### config.mk
export PLATFORM = sky130hd
export DESIGN_NAME = hilo_muldiv_flat
export DESIGN_NICKNAME = d
export VERILOG_FILES = /design/src/rtl/hilo_muldiv_if.sv /design/src/rtl/hilo_muldiv.sv /design/src/flat_wrapper.sv
export SDC_FILE = /design/constraint.sdc
export NUM_CORES = 1
export LEC_CHECK = 0
export ABC_AREA = 0
export BUFFER_PORTS_ARGS = -buffer_cell sky130_fd_sc_hd__buf_2
export CORE_ASPECT_RATIO = 0.75
export CORE_UTILIZATION = 25
export DETAILED_ROUTE_END_ITERATION = 10
export PLACE_DENSITY = 0.43
export SYNTH_ARGS = -nofsm -noshare
export SYNTH_HDL_FRONTEND = slang
export SYNTH_SLANG_ARGS = --single-unit
### constraint.sdc
create_clock -name clk -period 27.7 [get_ports clk]
set_input_delay 4.155 -clock clk [delete_from_list [all_inputs] [get_ports clk]]
set_output_delay 4.155 -clock clk [all_outputs]
set_load 0.02 [all_outputs]
### src/rtl/hilo_muldiv_if.sv
// EX-stage handshake to the HI/LO multiply/divide unit.
// master = EX stage, slave = hilo_muldiv.
interface hilo_muldiv_if #(
    parameter int WIDTH = 32
);
    logic                 start_i;
    logic [2:0]           op_i;
    logic [WIDTH-1:0]     opdata1_i;
    logic [WIDTH-1:0]     opdata2_i;
    logic                 annul_i;
    logic                 hi_we_i;
    logic                 lo_we_i;
    logic [WIDTH-1:0]     hilo_wdata_i;
    logic                 busy_o;
    logic                 done_o;
    logic                 dz_o;
    logic [2*WIDTH-1:0]   result_o;
    logic [WIDTH-1:0]     hi_o;
    logic [WIDTH-1:0]     lo_o;

    modport master (
        output start_i, op_i, opdata1_i, opdata2_i, annul_i, hi_we_i, lo_we_i, hilo_wdata_i,
        input  busy_o, done_o, dz_o, result_o, hi_o, lo_o
    );

    modport slave (
        input  start_i, op_i, opdata1_i, opdata2_i, annul_i, hi_we_i, lo_we_i, hilo_wdata_i,
        output busy_o, done_o, dz_o, result_o, hi_o, lo_o
    );
endinterface

### src/rtl/hilo_muldiv.sv
// Iterative multiply/divide unit owning the HI/LO pair: radix-2^MUL_STEP
// shift-add multiply, 1-bit restoring divide, sign fix-up on completion.
module hilo_muldiv #(
    parameter int WIDTH    = 32,
    parameter int MUL_STEP = 2
) (
    input  logic          clk,
    input  logic          rst,
    hilo_muldiv_if.slave  bus
);
    localparam int CW = $clog2(WIDTH + 1);
    localparam logic [2:0] OP_MULT  = 3'b001;
    localparam logic [2:0] OP_MULTU = 3'b010;
    localparam logic [2:0] OP_DIV   = 3'b011;
    localparam logic [2:0] OP_DIVU  = 3'b100;

    typedef enum logic [1:0] {IDLE, CALC, DONE} state_t;

    state_t               state;
    logic [CW-1:0]        cnt;
    logic                 is_div;
    logic                 neg_q;
    logic                 neg_r;
    logic [2*WIDTH-1:0]   acc;
    logic [2*WIDTH-1:0]   mcand;
    logic [WIDTH-1:0]     opb;
    logic                 done_q;
    logic                 dz_q;
    logic [2*WIDTH-1:0]   res_q;
    logic [WIDTH-1:0]     hi_q;
    logic [WIDTH-1:0]     lo_q;

    // Launch decode
    logic                 op_valid;
    logic                 div_in;
    logic                 signed_in;
    logic                 a_neg;
    logic                 b_neg;
    logic [WIDTH-1:0]     a_abs;
    logic [WIDTH-1:0]     b_abs;
    logic                 start_ok;

    always_comb begin
        op_valid  = (bus.op_i == OP_MULT) || (bus.op_i == OP_MULTU) ||
                    (bus.op_i == OP_DIV)  || (bus.op_i == OP_DIVU);
        div_in    = (bus.op_i == OP_DIV)  || (bus.op_i == OP_DIVU);
        signed_in = (bus.op_i == OP_MULT) || (bus.op_i == OP_DIV);
        a_neg     = signed_in & bus.opdata1_i[WIDTH-1];
        b_neg     = signed_in & bus.opdata2_i[WIDTH-1];
        a_abs     = a_neg ? -bus.opdata1_i : bus.opdata1_i;
        b_abs     = b_neg ? -bus.opdata2_i : bus.opdata2_i;
        start_ok  = (state == IDLE) && bus.start_i && op_valid;
    end

    // One iteration of either datapath, plus the sign-corrected final value
    logic [2*WIDTH-1:0]   mul_add;
    logic [2*WIDTH-1:0]   mul_nxt;
    logic [WIDTH:0]       rem_sh;
    logic [WIDTH:0]       diff;
    logic [2*WIDTH-1:0]   div_nxt;
    logic [2*WIDTH-1:0]   step_nxt;
    logic [WIDTH-1:0]     q_fix;
    logic [WIDTH-1:0]     r_fix;
    logic [2*WIDTH-1:0]   fin;

    always_comb begin
        mul_add = '0;
        for (int k = 0; k < MUL_STEP; k++) begin
            if (opb[k]) mul_add = mul_add + (mcand << k);
        end
        mul_nxt = acc + mul_add;

        // Remainder lives in acc's upper half, dividend/quotient in the lower half
        rem_sh = {acc[2*WIDTH-1:WIDTH], acc[WIDTH-1]};
        diff   = rem_sh - {1'b0, opb};
        if (!diff[WIDTH]) div_nxt = {diff[WIDTH-1:0], acc[WIDTH-2:0], 1'b1};
        else              div_nxt = {rem_sh[WIDTH-1:0], acc[WIDTH-2:0], 1'b0};

        step_nxt = is_div ? div_nxt : mul_nxt;

        q_fix = neg_q ? -step_nxt[WIDTH-1:0] : step_nxt[WIDTH-1:0];
        r_fix = neg_r ? -step_nxt[2*WIDTH-1:WIDTH] : step_nxt[2*WIDTH-1:WIDTH];
        if (is_div) fin = {r_fix, q_fix};
        else        fin = neg_q ? -step_nxt : step_nxt;
    end

    always_ff @(posedge clk or posedge rst) begin
        if (rst) begin
            state  <= IDLE;
            cnt    <= '0;
            is_div <= 1'b0;
            neg_q  <= 1'b0;
            neg_r  <= 1'b0;
            acc    <= '0;
            mcand  <= '0;
            opb    <= '0;
            done_q <= 1'b0;
            dz_q   <= 1'b0;
            res_q  <= '0;
        end else begin
            done_q <= 1'b0;
            dz_q   <= 1'b0;
            res_q  <= '0;
            case (state)
                IDLE: begin
                    if (start_ok) begin
                        is_div <= div_in;
                        neg_q  <= a_neg ^ b_neg;
                        neg_r  <= a_neg;
                        opb    <= b_abs;
                        mcand  <= {{WIDTH{1'b0}}, a_abs};
                        acc    <= div_in ? {{WIDTH{1'b0}}, a_abs} : '0;
                        if (div_in && (bus.opdata2_i == '0)) begin
                            state  <= DONE;
                            cnt    <= '0;
                            done_q <= 1'b1;
                            dz_q   <= 1'b1;
                            res_q  <= {bus.opdata1_i, {WIDTH{1'b1}}};
                        end else begin
                            state  <= CALC;
                            cnt    <= div_in ? CW'(WIDTH) : CW'(WIDTH / MUL_STEP);
                        end
                    end
                end
                CALC: begin
                    if (bus.annul_i) begin
                        state <= IDLE;
                        cnt   <= '0;
                    end else begin
                        acc <= step_nxt;
                        cnt <= cnt - 1'b1;
                        if (!is_div) begin
                            opb   <= opb >> MUL_STEP;
                            mcand <= mcand << MUL_STEP;
                        end
                        if (cnt == CW'(1)) begin
                            state  <= DONE;
                            done_q <= 1'b1;
                            res_q  <= fin;
                        end
                    end
                end
                DONE: begin
                    state <= IDLE;
                    cnt   <= '0;
                end
                default: begin
                    state <= IDLE;
                    cnt   <= '0;
                end
            endcase
        end
    end

    // A completing operation takes priority over MTHI/MTLO on the same edge
    always_ff @(posedge clk or posedge rst) begin
        if (rst) begin
            hi_q <= '0;
            lo_q <= '0;
        end else if ((state == DONE) && !bus.annul_i) begin
            hi_q <= res_q[2*WIDTH-1:WIDTH];
            lo_q <= res_q[WIDTH-1:0];
        end else begin
            if (bus.hi_we_i) hi_q <= bus.hilo_wdata_i;
            if (bus.lo_we_i) lo_q <= bus.hilo_wdata_i;
        end
    end

    assign bus.busy_o   = (state != IDLE) || start_ok;
    assign bus.done_o   = done_q;
    assign bus.dz_o     = dz_q;
    assign bus.result_o = res_q;
    assign bus.hi_o     = hi_q;
    assign bus.lo_o     = lo_q;
endmodule

### src/flat_wrapper.sv
// flat-port wrapper written by rule: the top's interface ports become plain ports
module hilo_muldiv_flat 
#(
    parameter int WIDTH    = 32,
    parameter int MUL_STEP = 2
)
  (clk, rst, bus_start_i, bus_op_i, bus_opdata1_i, bus_opdata2_i, bus_annul_i, bus_hi_we_i, bus_lo_we_i, bus_hilo_wdata_i, bus_busy_o, bus_done_o, bus_dz_o, bus_result_o, bus_hi_o, bus_lo_o);
  hilo_muldiv_if #(.WIDTH(WIDTH)) bus_i ();
  input  logic clk;
  input  logic rst;
  input wire logic [$bits(bus_i.start_i)-1:0] bus_start_i;
  input wire logic [$bits(bus_i.op_i)-1:0] bus_op_i;
  input wire logic [$bits(bus_i.opdata1_i)-1:0] bus_opdata1_i;
  input wire logic [$bits(bus_i.opdata2_i)-1:0] bus_opdata2_i;
  input wire logic [$bits(bus_i.annul_i)-1:0] bus_annul_i;
  input wire logic [$bits(bus_i.hi_we_i)-1:0] bus_hi_we_i;
  input wire logic [$bits(bus_i.lo_we_i)-1:0] bus_lo_we_i;
  input wire logic [$bits(bus_i.hilo_wdata_i)-1:0] bus_hilo_wdata_i;
  output wire logic [$bits(bus_i.busy_o)-1:0] bus_busy_o;
  output wire logic [$bits(bus_i.done_o)-1:0] bus_done_o;
  output wire logic [$bits(bus_i.dz_o)-1:0] bus_dz_o;
  output wire logic [$bits(bus_i.result_o)-1:0] bus_result_o;
  output wire logic [$bits(bus_i.hi_o)-1:0] bus_hi_o;
  output wire logic [$bits(bus_i.lo_o)-1:0] bus_lo_o;
  assign bus_i.start_i = bus_start_i;
  assign bus_i.op_i = bus_op_i;
  assign bus_i.opdata1_i = bus_opdata1_i;
  assign bus_i.opdata2_i = bus_opdata2_i;
  assign bus_i.annul_i = bus_annul_i;
  assign bus_i.hi_we_i = bus_hi_we_i;
  assign bus_i.lo_we_i = bus_lo_we_i;
  assign bus_i.hilo_wdata_i = bus_hilo_wdata_i;
  assign bus_busy_o = bus_i.busy_o;
  assign bus_done_o = bus_i.done_o;
  assign bus_dz_o = bus_i.dz_o;
  assign bus_result_o = bus_i.result_o;
  assign bus_hi_o = bus_i.hi_o;
  assign bus_lo_o = bus_i.lo_o;
  hilo_muldiv #(.WIDTH(WIDTH), .MUL_STEP(MUL_STEP)) u_core (.clk(clk), .rst(rst), .bus(bus_i));
endmodule
==> flow_metrics.py, run 1 <==
metrics = {
    "clocking": {
        "tritoncts": "built",
        "cts_hold_buf": 0,
        "clk_latency_ns": 0.61,
        "ctsRootBufferMaster": "clkbuf_16",
        "clk_pin_slew_ns": 0.06,
        "postCtsSetupBuffers": 0,
        "cts-resized-gates": 0,
        "cts_sinks": 301,
        "htree_levels": 2,
        "clock_path_buffers": 3,
        "numCtsBuffers": 39,
    },
    "worst_setup_path": {
        "cp_num_buf_inv": 4,
        "regToRegSetupSlack_ns": 17.64,
        "crit_family": "simple AND/OR/NAND/NOR gates",
        "worstSetupStartpointType": "primary input",
        "crit_top_cell": "buf_2",
        "crit_required_ns": 23.55,
        "crit_arrival_ns": 5.93,
        "cp.depth": 8,
        "crit_type": "primary input to output port",
        "critPathSlowestCell": "nor3_1",
        "reg2reg_from": "u_core.opb[0]",
        "cpPeakStageDelay_ns": 0.69,
        "r2r_cells": 32,
        "crit_chain": "buf_2, nor2_1, xnor2_1, and3_1, buf_4, nor3_1, inv_1, buf_2",
        "r2r-end": "u_core.bus.result_o[59]",
        "endpoint_kind": "output port",
        "crit_fanout": 15,
    },
    "timing": {
        "final-hold-violation-count": 0,
        "maxSlewViolCount": 0,
        "max_freq_ghz": 0.0991,
        "tightest_slew_ns": 1.19,
        "fin_crit_ns": 10.09,
        "rsz0062_at_grt": "false",
        "setup_viol": 0,
        "finalCritPeriodShare_pct": 36.4,
        "worst_slack_ns": 17.61,
        "max_slew_margin_pct": 20.4,
        "fin_worst_skew_ns": 0.0202,
        "hold_slack_ns": 0.480,
        "setup_tns_ns": 0,
    },
    "yosys": {
        "yosys_register_bits": 301,
        "seq_area_frac_synth_pct": 26.1,
        "synth_area_per_cell_um2": 7.55,
        "ys_types": 115,
        "ys_warn_count": 0,
        "ys.flop_type": "dfrtp_1",
        "synth_area_um2": 28900,
        "synthCells": 3828,
        "async_flop_share_pct": 100,
        "synthesis.nets": 4071,
        "synth_edf_count": 0,
    },
    "global_route": {
        "grt_pass1_vias": 27700,
        "grt.total_usage_pct": 20.6,
        "grt-ovfl-total": 0,
        "antenna_found_initial": 2,
        "grt_pass1_wl_um": 184000,
        "grt_max_degree": 97,
    },
    "drt": {
        "wl_um": 125000,
        "dr.first_iter.drc_count": 2504,
        "avgViaCountPerCell": 5.38,
        "firstDrtPassIters": 6,
        "drc": 0,
        "detail_route.wl_per_cell_um": 22.9,
        "num_vias": 29300,
        "antenna_left": 0,
    },
    "power": {
        "p_comb_share_pct": 70.7,
        "switching_share_pct": 57.3,
        "power.static_leakage_nw": 14.1,
        "cellPowerDensity_nw_per_um2": 139,
        "p_switching_mw": 2.61,
        "p_seq_share_pct": 16.8,
        "vdd_ir_drop_max_mv": 0.0534,
        "clkPwrFrac_pct": 12.6,
        "internal_power_mw": 1.94,
    },
    "floorplan": {
        "dieWidth_um": 395,
        "fp.dieH_um": 296,
        "io_pins": 236,
        "start_util_pct": 25.3,
        "die_area_um2": 117000,
        "core_area_um2": 114000,
        "rows": 107,
    },
    "layout": {
        "final_cell_count_no_fill": 5447,
        "drive_above_1_share_pct": 12.2,
        "finalNetCount": 4132,
        "final_core_util_pct": 28.7,
        "syn2layout_area_growth_pct": 13.4,
    },
    "outcome": {
        "status": "finished clean",
    },
    "placed_design": {
        "gp_congestion": 0.952,
        "preCtsSetupSlack_ns": 17.59,
        "port_buffers": 235,
        "place_inst": 5374,
        "dp_hpwl_um": 97200,
    },
    "flow_run": {
        "max_cap_violations": 0,
    },
    "worst_hold_path": {
        "hp-class": "flip-flop to flip-flop",
        "hold_start": "u_core.bus.result_o[33]",
        "hold_end": "u_core.bus.hi_o[1]",
        "whs_path_depth": 2,
    },
}
## final cells by class
cell class	instances	area, µm²
sequential	301	7540
timing repair buffer	281	1520
antenna	1	2.50
tap	1526	1910
inverter	112	428
multi-input combinational	3154	20000
clock buffer	46	1060
clock inverter	26	343
fill	12500	81300
## synth_stat cells (34+ instances only)
cell	instances	area share, %
o211ai_1	75	1.9
mux2i_1	88	3.0
o21a_1	48	1.2
buf_2	34	0.59
nor3_1	74	1.3
dfrtp_1	301	26
nand2_1	573	7.4
a211oi_1	39	1.0
nand3_1	129	2.2
clkbuf_1	204	2.7
xnor2_1	136	4.1
inv_1	110	1.4
ha_1	135	5.8
a21o_1	76	2.0
a21oi_1	275	4.8
a31oi_1	48	1.0
and2_1	53	1.1
mux2_2	35	1.4
nand4_1	51	1.1
nor2_1	245	3.2
or3_1	36	0.78
xor2_1	107	3.2
o21ai_0	400	6.9
## state kept, by name, summed over array words and instances (netlist names), 2 cells and up
name                 cells
u_core.mcand            64
u_core.bus.result_o     64
u_core.cnt               6
u_core.acc              64
u_core.state             2
u_core.bus.hi_o         32
u_core.opb              32
u_core.bus.lo_o         32
## worst reg2reg max path, delay by kind of cell, from the launching register on
kind / cells / cell delay (ns)
DFF: 1 / 0.76
AOI/OAI and AO/OA: 16 / 4.73
xor gates and xnor gates: 2 / 0.26
muxes: 1 / 0.30
buffers and inverters: 1 / 0.51
and+or+nand+nor: 9 / 2.37
adders and majority gates: 3 / 1.06
## placed cells by master, fill, tap and decap left out, types with 16 or more instances in the layout
cell type	instances
clkbuf_16	39
a31oi_1	48
mux2i_1	88
a21o_1	76
o21ai_0	400
nand4_1	51
nand2b_1	22
or2_2	19
a21oi_1	274
o211ai_1	75
nor3_1	74
buf_2	235
and2_1	53
ha_1	135
nor2_1	243
nor2b_1	26
nor4_1	26
xnor2_1	136
buf_4	46
mux2_2	35
o22ai_1	27
nand3_1	128
or3_1	36
a22oi_1	16
o21ai_1	17
and3_1	20
o31ai_1	29
a211oi_1	39
o221ai_1	17
o21a_1	48
o21bai_1	20
xor2_1	107
dfrtp_1	299
inv_1	109
nand2_1	572
## logic make-up after synthesis
group,count (synthesis),synth area share [%]
mux,124,4.45
xor+xnor,243,7.37
flops,301,26.1
compound gates,1274,28.2
simple gates,1374,22.7
fa+ha+maj,139,6.09
buf+inv,373,5.06
## power groups by stage
stage          clock (mW)  combinational (mW)  sequential, mW
4_1_cts             0.585                3.17           0.760
3_3_place_gp            0                3.17           0.768
6_report            0.572                3.21           0.763
3_5_place_dp            0                3.16           0.766
2_1_floorplan           0                2.26           0.639
5_1_grt             0.601                3.51           0.782
## stage by stage
step | cell area [µm²] | power [mW]
floorplan | 28900 | 2.90
global placement | 31400 | 3.93
detailed placement | 31400 | 3.92
CTS | 32800 | 4.52
global route | 32800 | 4.89
finish | 32800 | 4.55
## worst max path at each step
stage / startpoint / end / slack [ns]
2_1_floorplan: rst / u_core.acc[0] / 15.23
3_3_place_gp: bus_op_i[1] / bus_busy_o / 17.59
3_5_place_dp: bus_op_i[1] / bus_busy_o / 17.59
4_1_cts: bus_op_i[1] / bus_busy_o / 17.58
5_1_grt: u_core.opb[0] / u_core.bus.result_o[59] / 16.94
6_report: bus_op_i[1] / bus_busy_o / 17.61
## per-layer routing
| layer | track usage (%) | up-vias | share of wire (%) |
|---|---|---|---|
| met2 | 31.7 | 837 | 44 |
| met1 | 28.0 | 14200 | 46 |
| li1 | - | 14100 | - |
| met3 | 4.67 | 188 | 6.8 |
| met4 | 7.80 | 2 | 4.0 |
| met5 | 0 | - | 0.0064 |
Power figures use the tool's default switching activity.
==> run 2: changes to the inputs <==
Clock period 27.7 ns to 9.5 ns, I/O delays scaled along.
==> run 2 against run 1 <==
Core utilization grew 0.14 points. Critical path depth grew 24. Combinational power grew to 3.0 times the previous value. Highest routed layer is now met4. Clock skew grew 0.022 ns.
==> flow_metrics.py, run 2 (synthesis results as in run 1) <==
metrics = {
    "timing": {
        "setup_viol": 0,
        "rsz0062_at_grt": "false",
        "max_slew_margin_pct": 18.0,
        "fin_worst_skew_ns": 0.0422,
        "final-hold-violation-count": 0,
        "maxSlewViolCount": 0,
        "finalCritPeriodShare_pct": 95.3,
        "tightest_slew_ns": 1.23,
        "fin_crit_ns": 9.05,
        "setup_tns_ns": 0,
        "max_freq_ghz": 0.110,
    },
    "worst_setup_path": {
        "endpoint_kind": "flip-flop",
        "crit_arrival_ns": 9.49,
        "regToRegSetupSlack_ns": 0.45,
        "worstSetupStartpointType": "flip-flop",
        "critPathSlowestCell": "nor4b_2",
        "crit_required_ns": 9.94,
        "crit_type": "flip-flop to flip-flop",
        "cpPeakStageDelay_ns": 0.63,
        "crit_top_cell": "o21ai_1",
        "crit_fanout": 9,
    },
    "layout": {
        "layout_commonest_cell": "nand2_1",
        "finalNetCount": 4148,
        "mostFrequentLayoutCells": "nand2_1 (572), o21ai_0 (400), dfrtp_1 (299)",
        "syn2layout_area_growth_pct": 14.0,
        "final_core_util_pct": 28.9,
        "drive_above_1_share_pct": 12.6,
        "design_area_um2": 32900,
    },
    "placed_design": {
        "port_buffers": 235,
        "dp_hpwl_um": 100000,
        "gp_congestion": 0.971,
        "dpl_cell_area_um2": 31500,
    },
    "power": {
        "cellPowerDensity_nw_per_um2": 407,
        "power.static_leakage_nw": 14.2,
        "vdd_ir_drop_max_mv": 0.160,
        "power_mw": 13.4,
    },
    "global_route": {
        "grt-ovfl-total": 0,
        "grt.total_usage_pct": 21.2,
        "grt_pass1_wl_um": 189000,
        "grt_pass1_vias": 27800,
        "antenna_found_initial": 2,
        "grt_max_degree": 120,
    },
    "floorplan": {
        "die_area_um2": 117000,
        "io_pins": 236,
        "dieWidth_um": 395,
        "start_util_pct": 25.3,
        "core_area_um2": 114000,
        "fp.dieH_um": 296,
        "rows": 107,
    },
    "flow_run": {
        "max_cap_violations": 0,
    },
    "clocking": {
        "ctsRootBufferMaster": "clkbuf_16",
        "numCtsBuffers": 39,
        "postCtsSetupBuffers": 0,
        "clk_pin_slew_ns": 0.06,
        "htree_levels": 2,
        "clock_path_buffers": 3,
        "cts_sinks": 301,
        "clk_latency_ns": 0.62,
        "tritoncts": "built",
    },
    "drt": {
        "firstDrtPassIters": 6,
        "num_vias": 29300,
        "antenna_left": 0,
        "detail_route.wl_per_cell_um": 23.5,
        "dr.first_iter.drc_count": 2722,
        "wl_um": 128000,
        "drc": 0,
        "avgViaCountPerCell": 5.36,
    },
    "outcome": {
        "status": "finished clean",
    },
    "worst_hold_path": {
        "hp-class": "flip-flop to flip-flop",
    },
}
## run 2: layer usage
metal	global-route usage, %	part of all wire (%)
met5	0	0
met1	30.2	48
met2	33.7	44
met3	2.90	5.6
met4	4.88	2.1
## run 2: what timing repair did
action / CTS / global route
hold buffers: 0 / 0
resized for setup: 0 / 8
setup endpoints to repair: 0 / 14
## run 2: worst max-delay path, delay by kind of cell, from the launching register on
family | cells | cell delay, ns
buf+inv | 2 | 0.23
simple gates | 8 | 2.42
mux | 1 | 0.30
xor+xnor | 3 | 0.59
compound gates | 15 | 3.64
flops | 1 | 0.51
fa+ha+maj | 3 | 1.15
## run 2: final cells by class
cell class | instances | area [µm²]
Fill cell | 12500 | 81100
Multi-Input combinational cell | 3154 | 20000
Sequential cell | 301 | 7540
Tap cell | 1526 | 1910
Timing Repair Buffer | 297 | 1670
Clock buffer | 56 | 1150
Inverter | 112 | 424
Clock inverter | 15 | 226
Antenna cell | 4 | 10.0
## run 2: report_power, final
| part | leakage, nW | internal, mW | switching, mW | total [mW] |
|---|---|---|---|---|
| Clock | 0.662 | 0.941 | 0.699 | 1.64 |
| Combinational | 9.65 | 3.19 | 6.41 | 9.60 |
| Sequential | 3.85 | 1.59 | 0.572 | 2.17 |
| Total | 14.2 | 5.72 | 7.68 | 13.4 |
## run 2: path summary, 6_finish.rpt
path / cells after the start / startpoint / endpoint
worst max-delay path: 32 / u_core.opb[0] / u_core.bus.result_o[61]
worst min-delay path: 2 / u_core.mcand[63] / u_core.mcand[63]
worst max register to register: 32 / u_core.opb[0] / u_core.bus.result_o[61]
worst min register to register: 2 / u_core.mcand[63] / u_core.mcand[63]
max in group asynchronous: 4 / rst / u_core.is_div
min in group asynchronous: 2 / rst / u_core.mcand[2]
## run 2: through the flow
step                      worst slack (ns)  hold slack [ns]  std cells
final                                0.449            0.468       5465
after global routing                0.0110            0.517       5461
after CTS                            0.465            0.472       5461
after detailed placement             0.504            0.457       5390
after global placement               0.421            0.454       5390
after floorplan                      0.185            0.439       3828
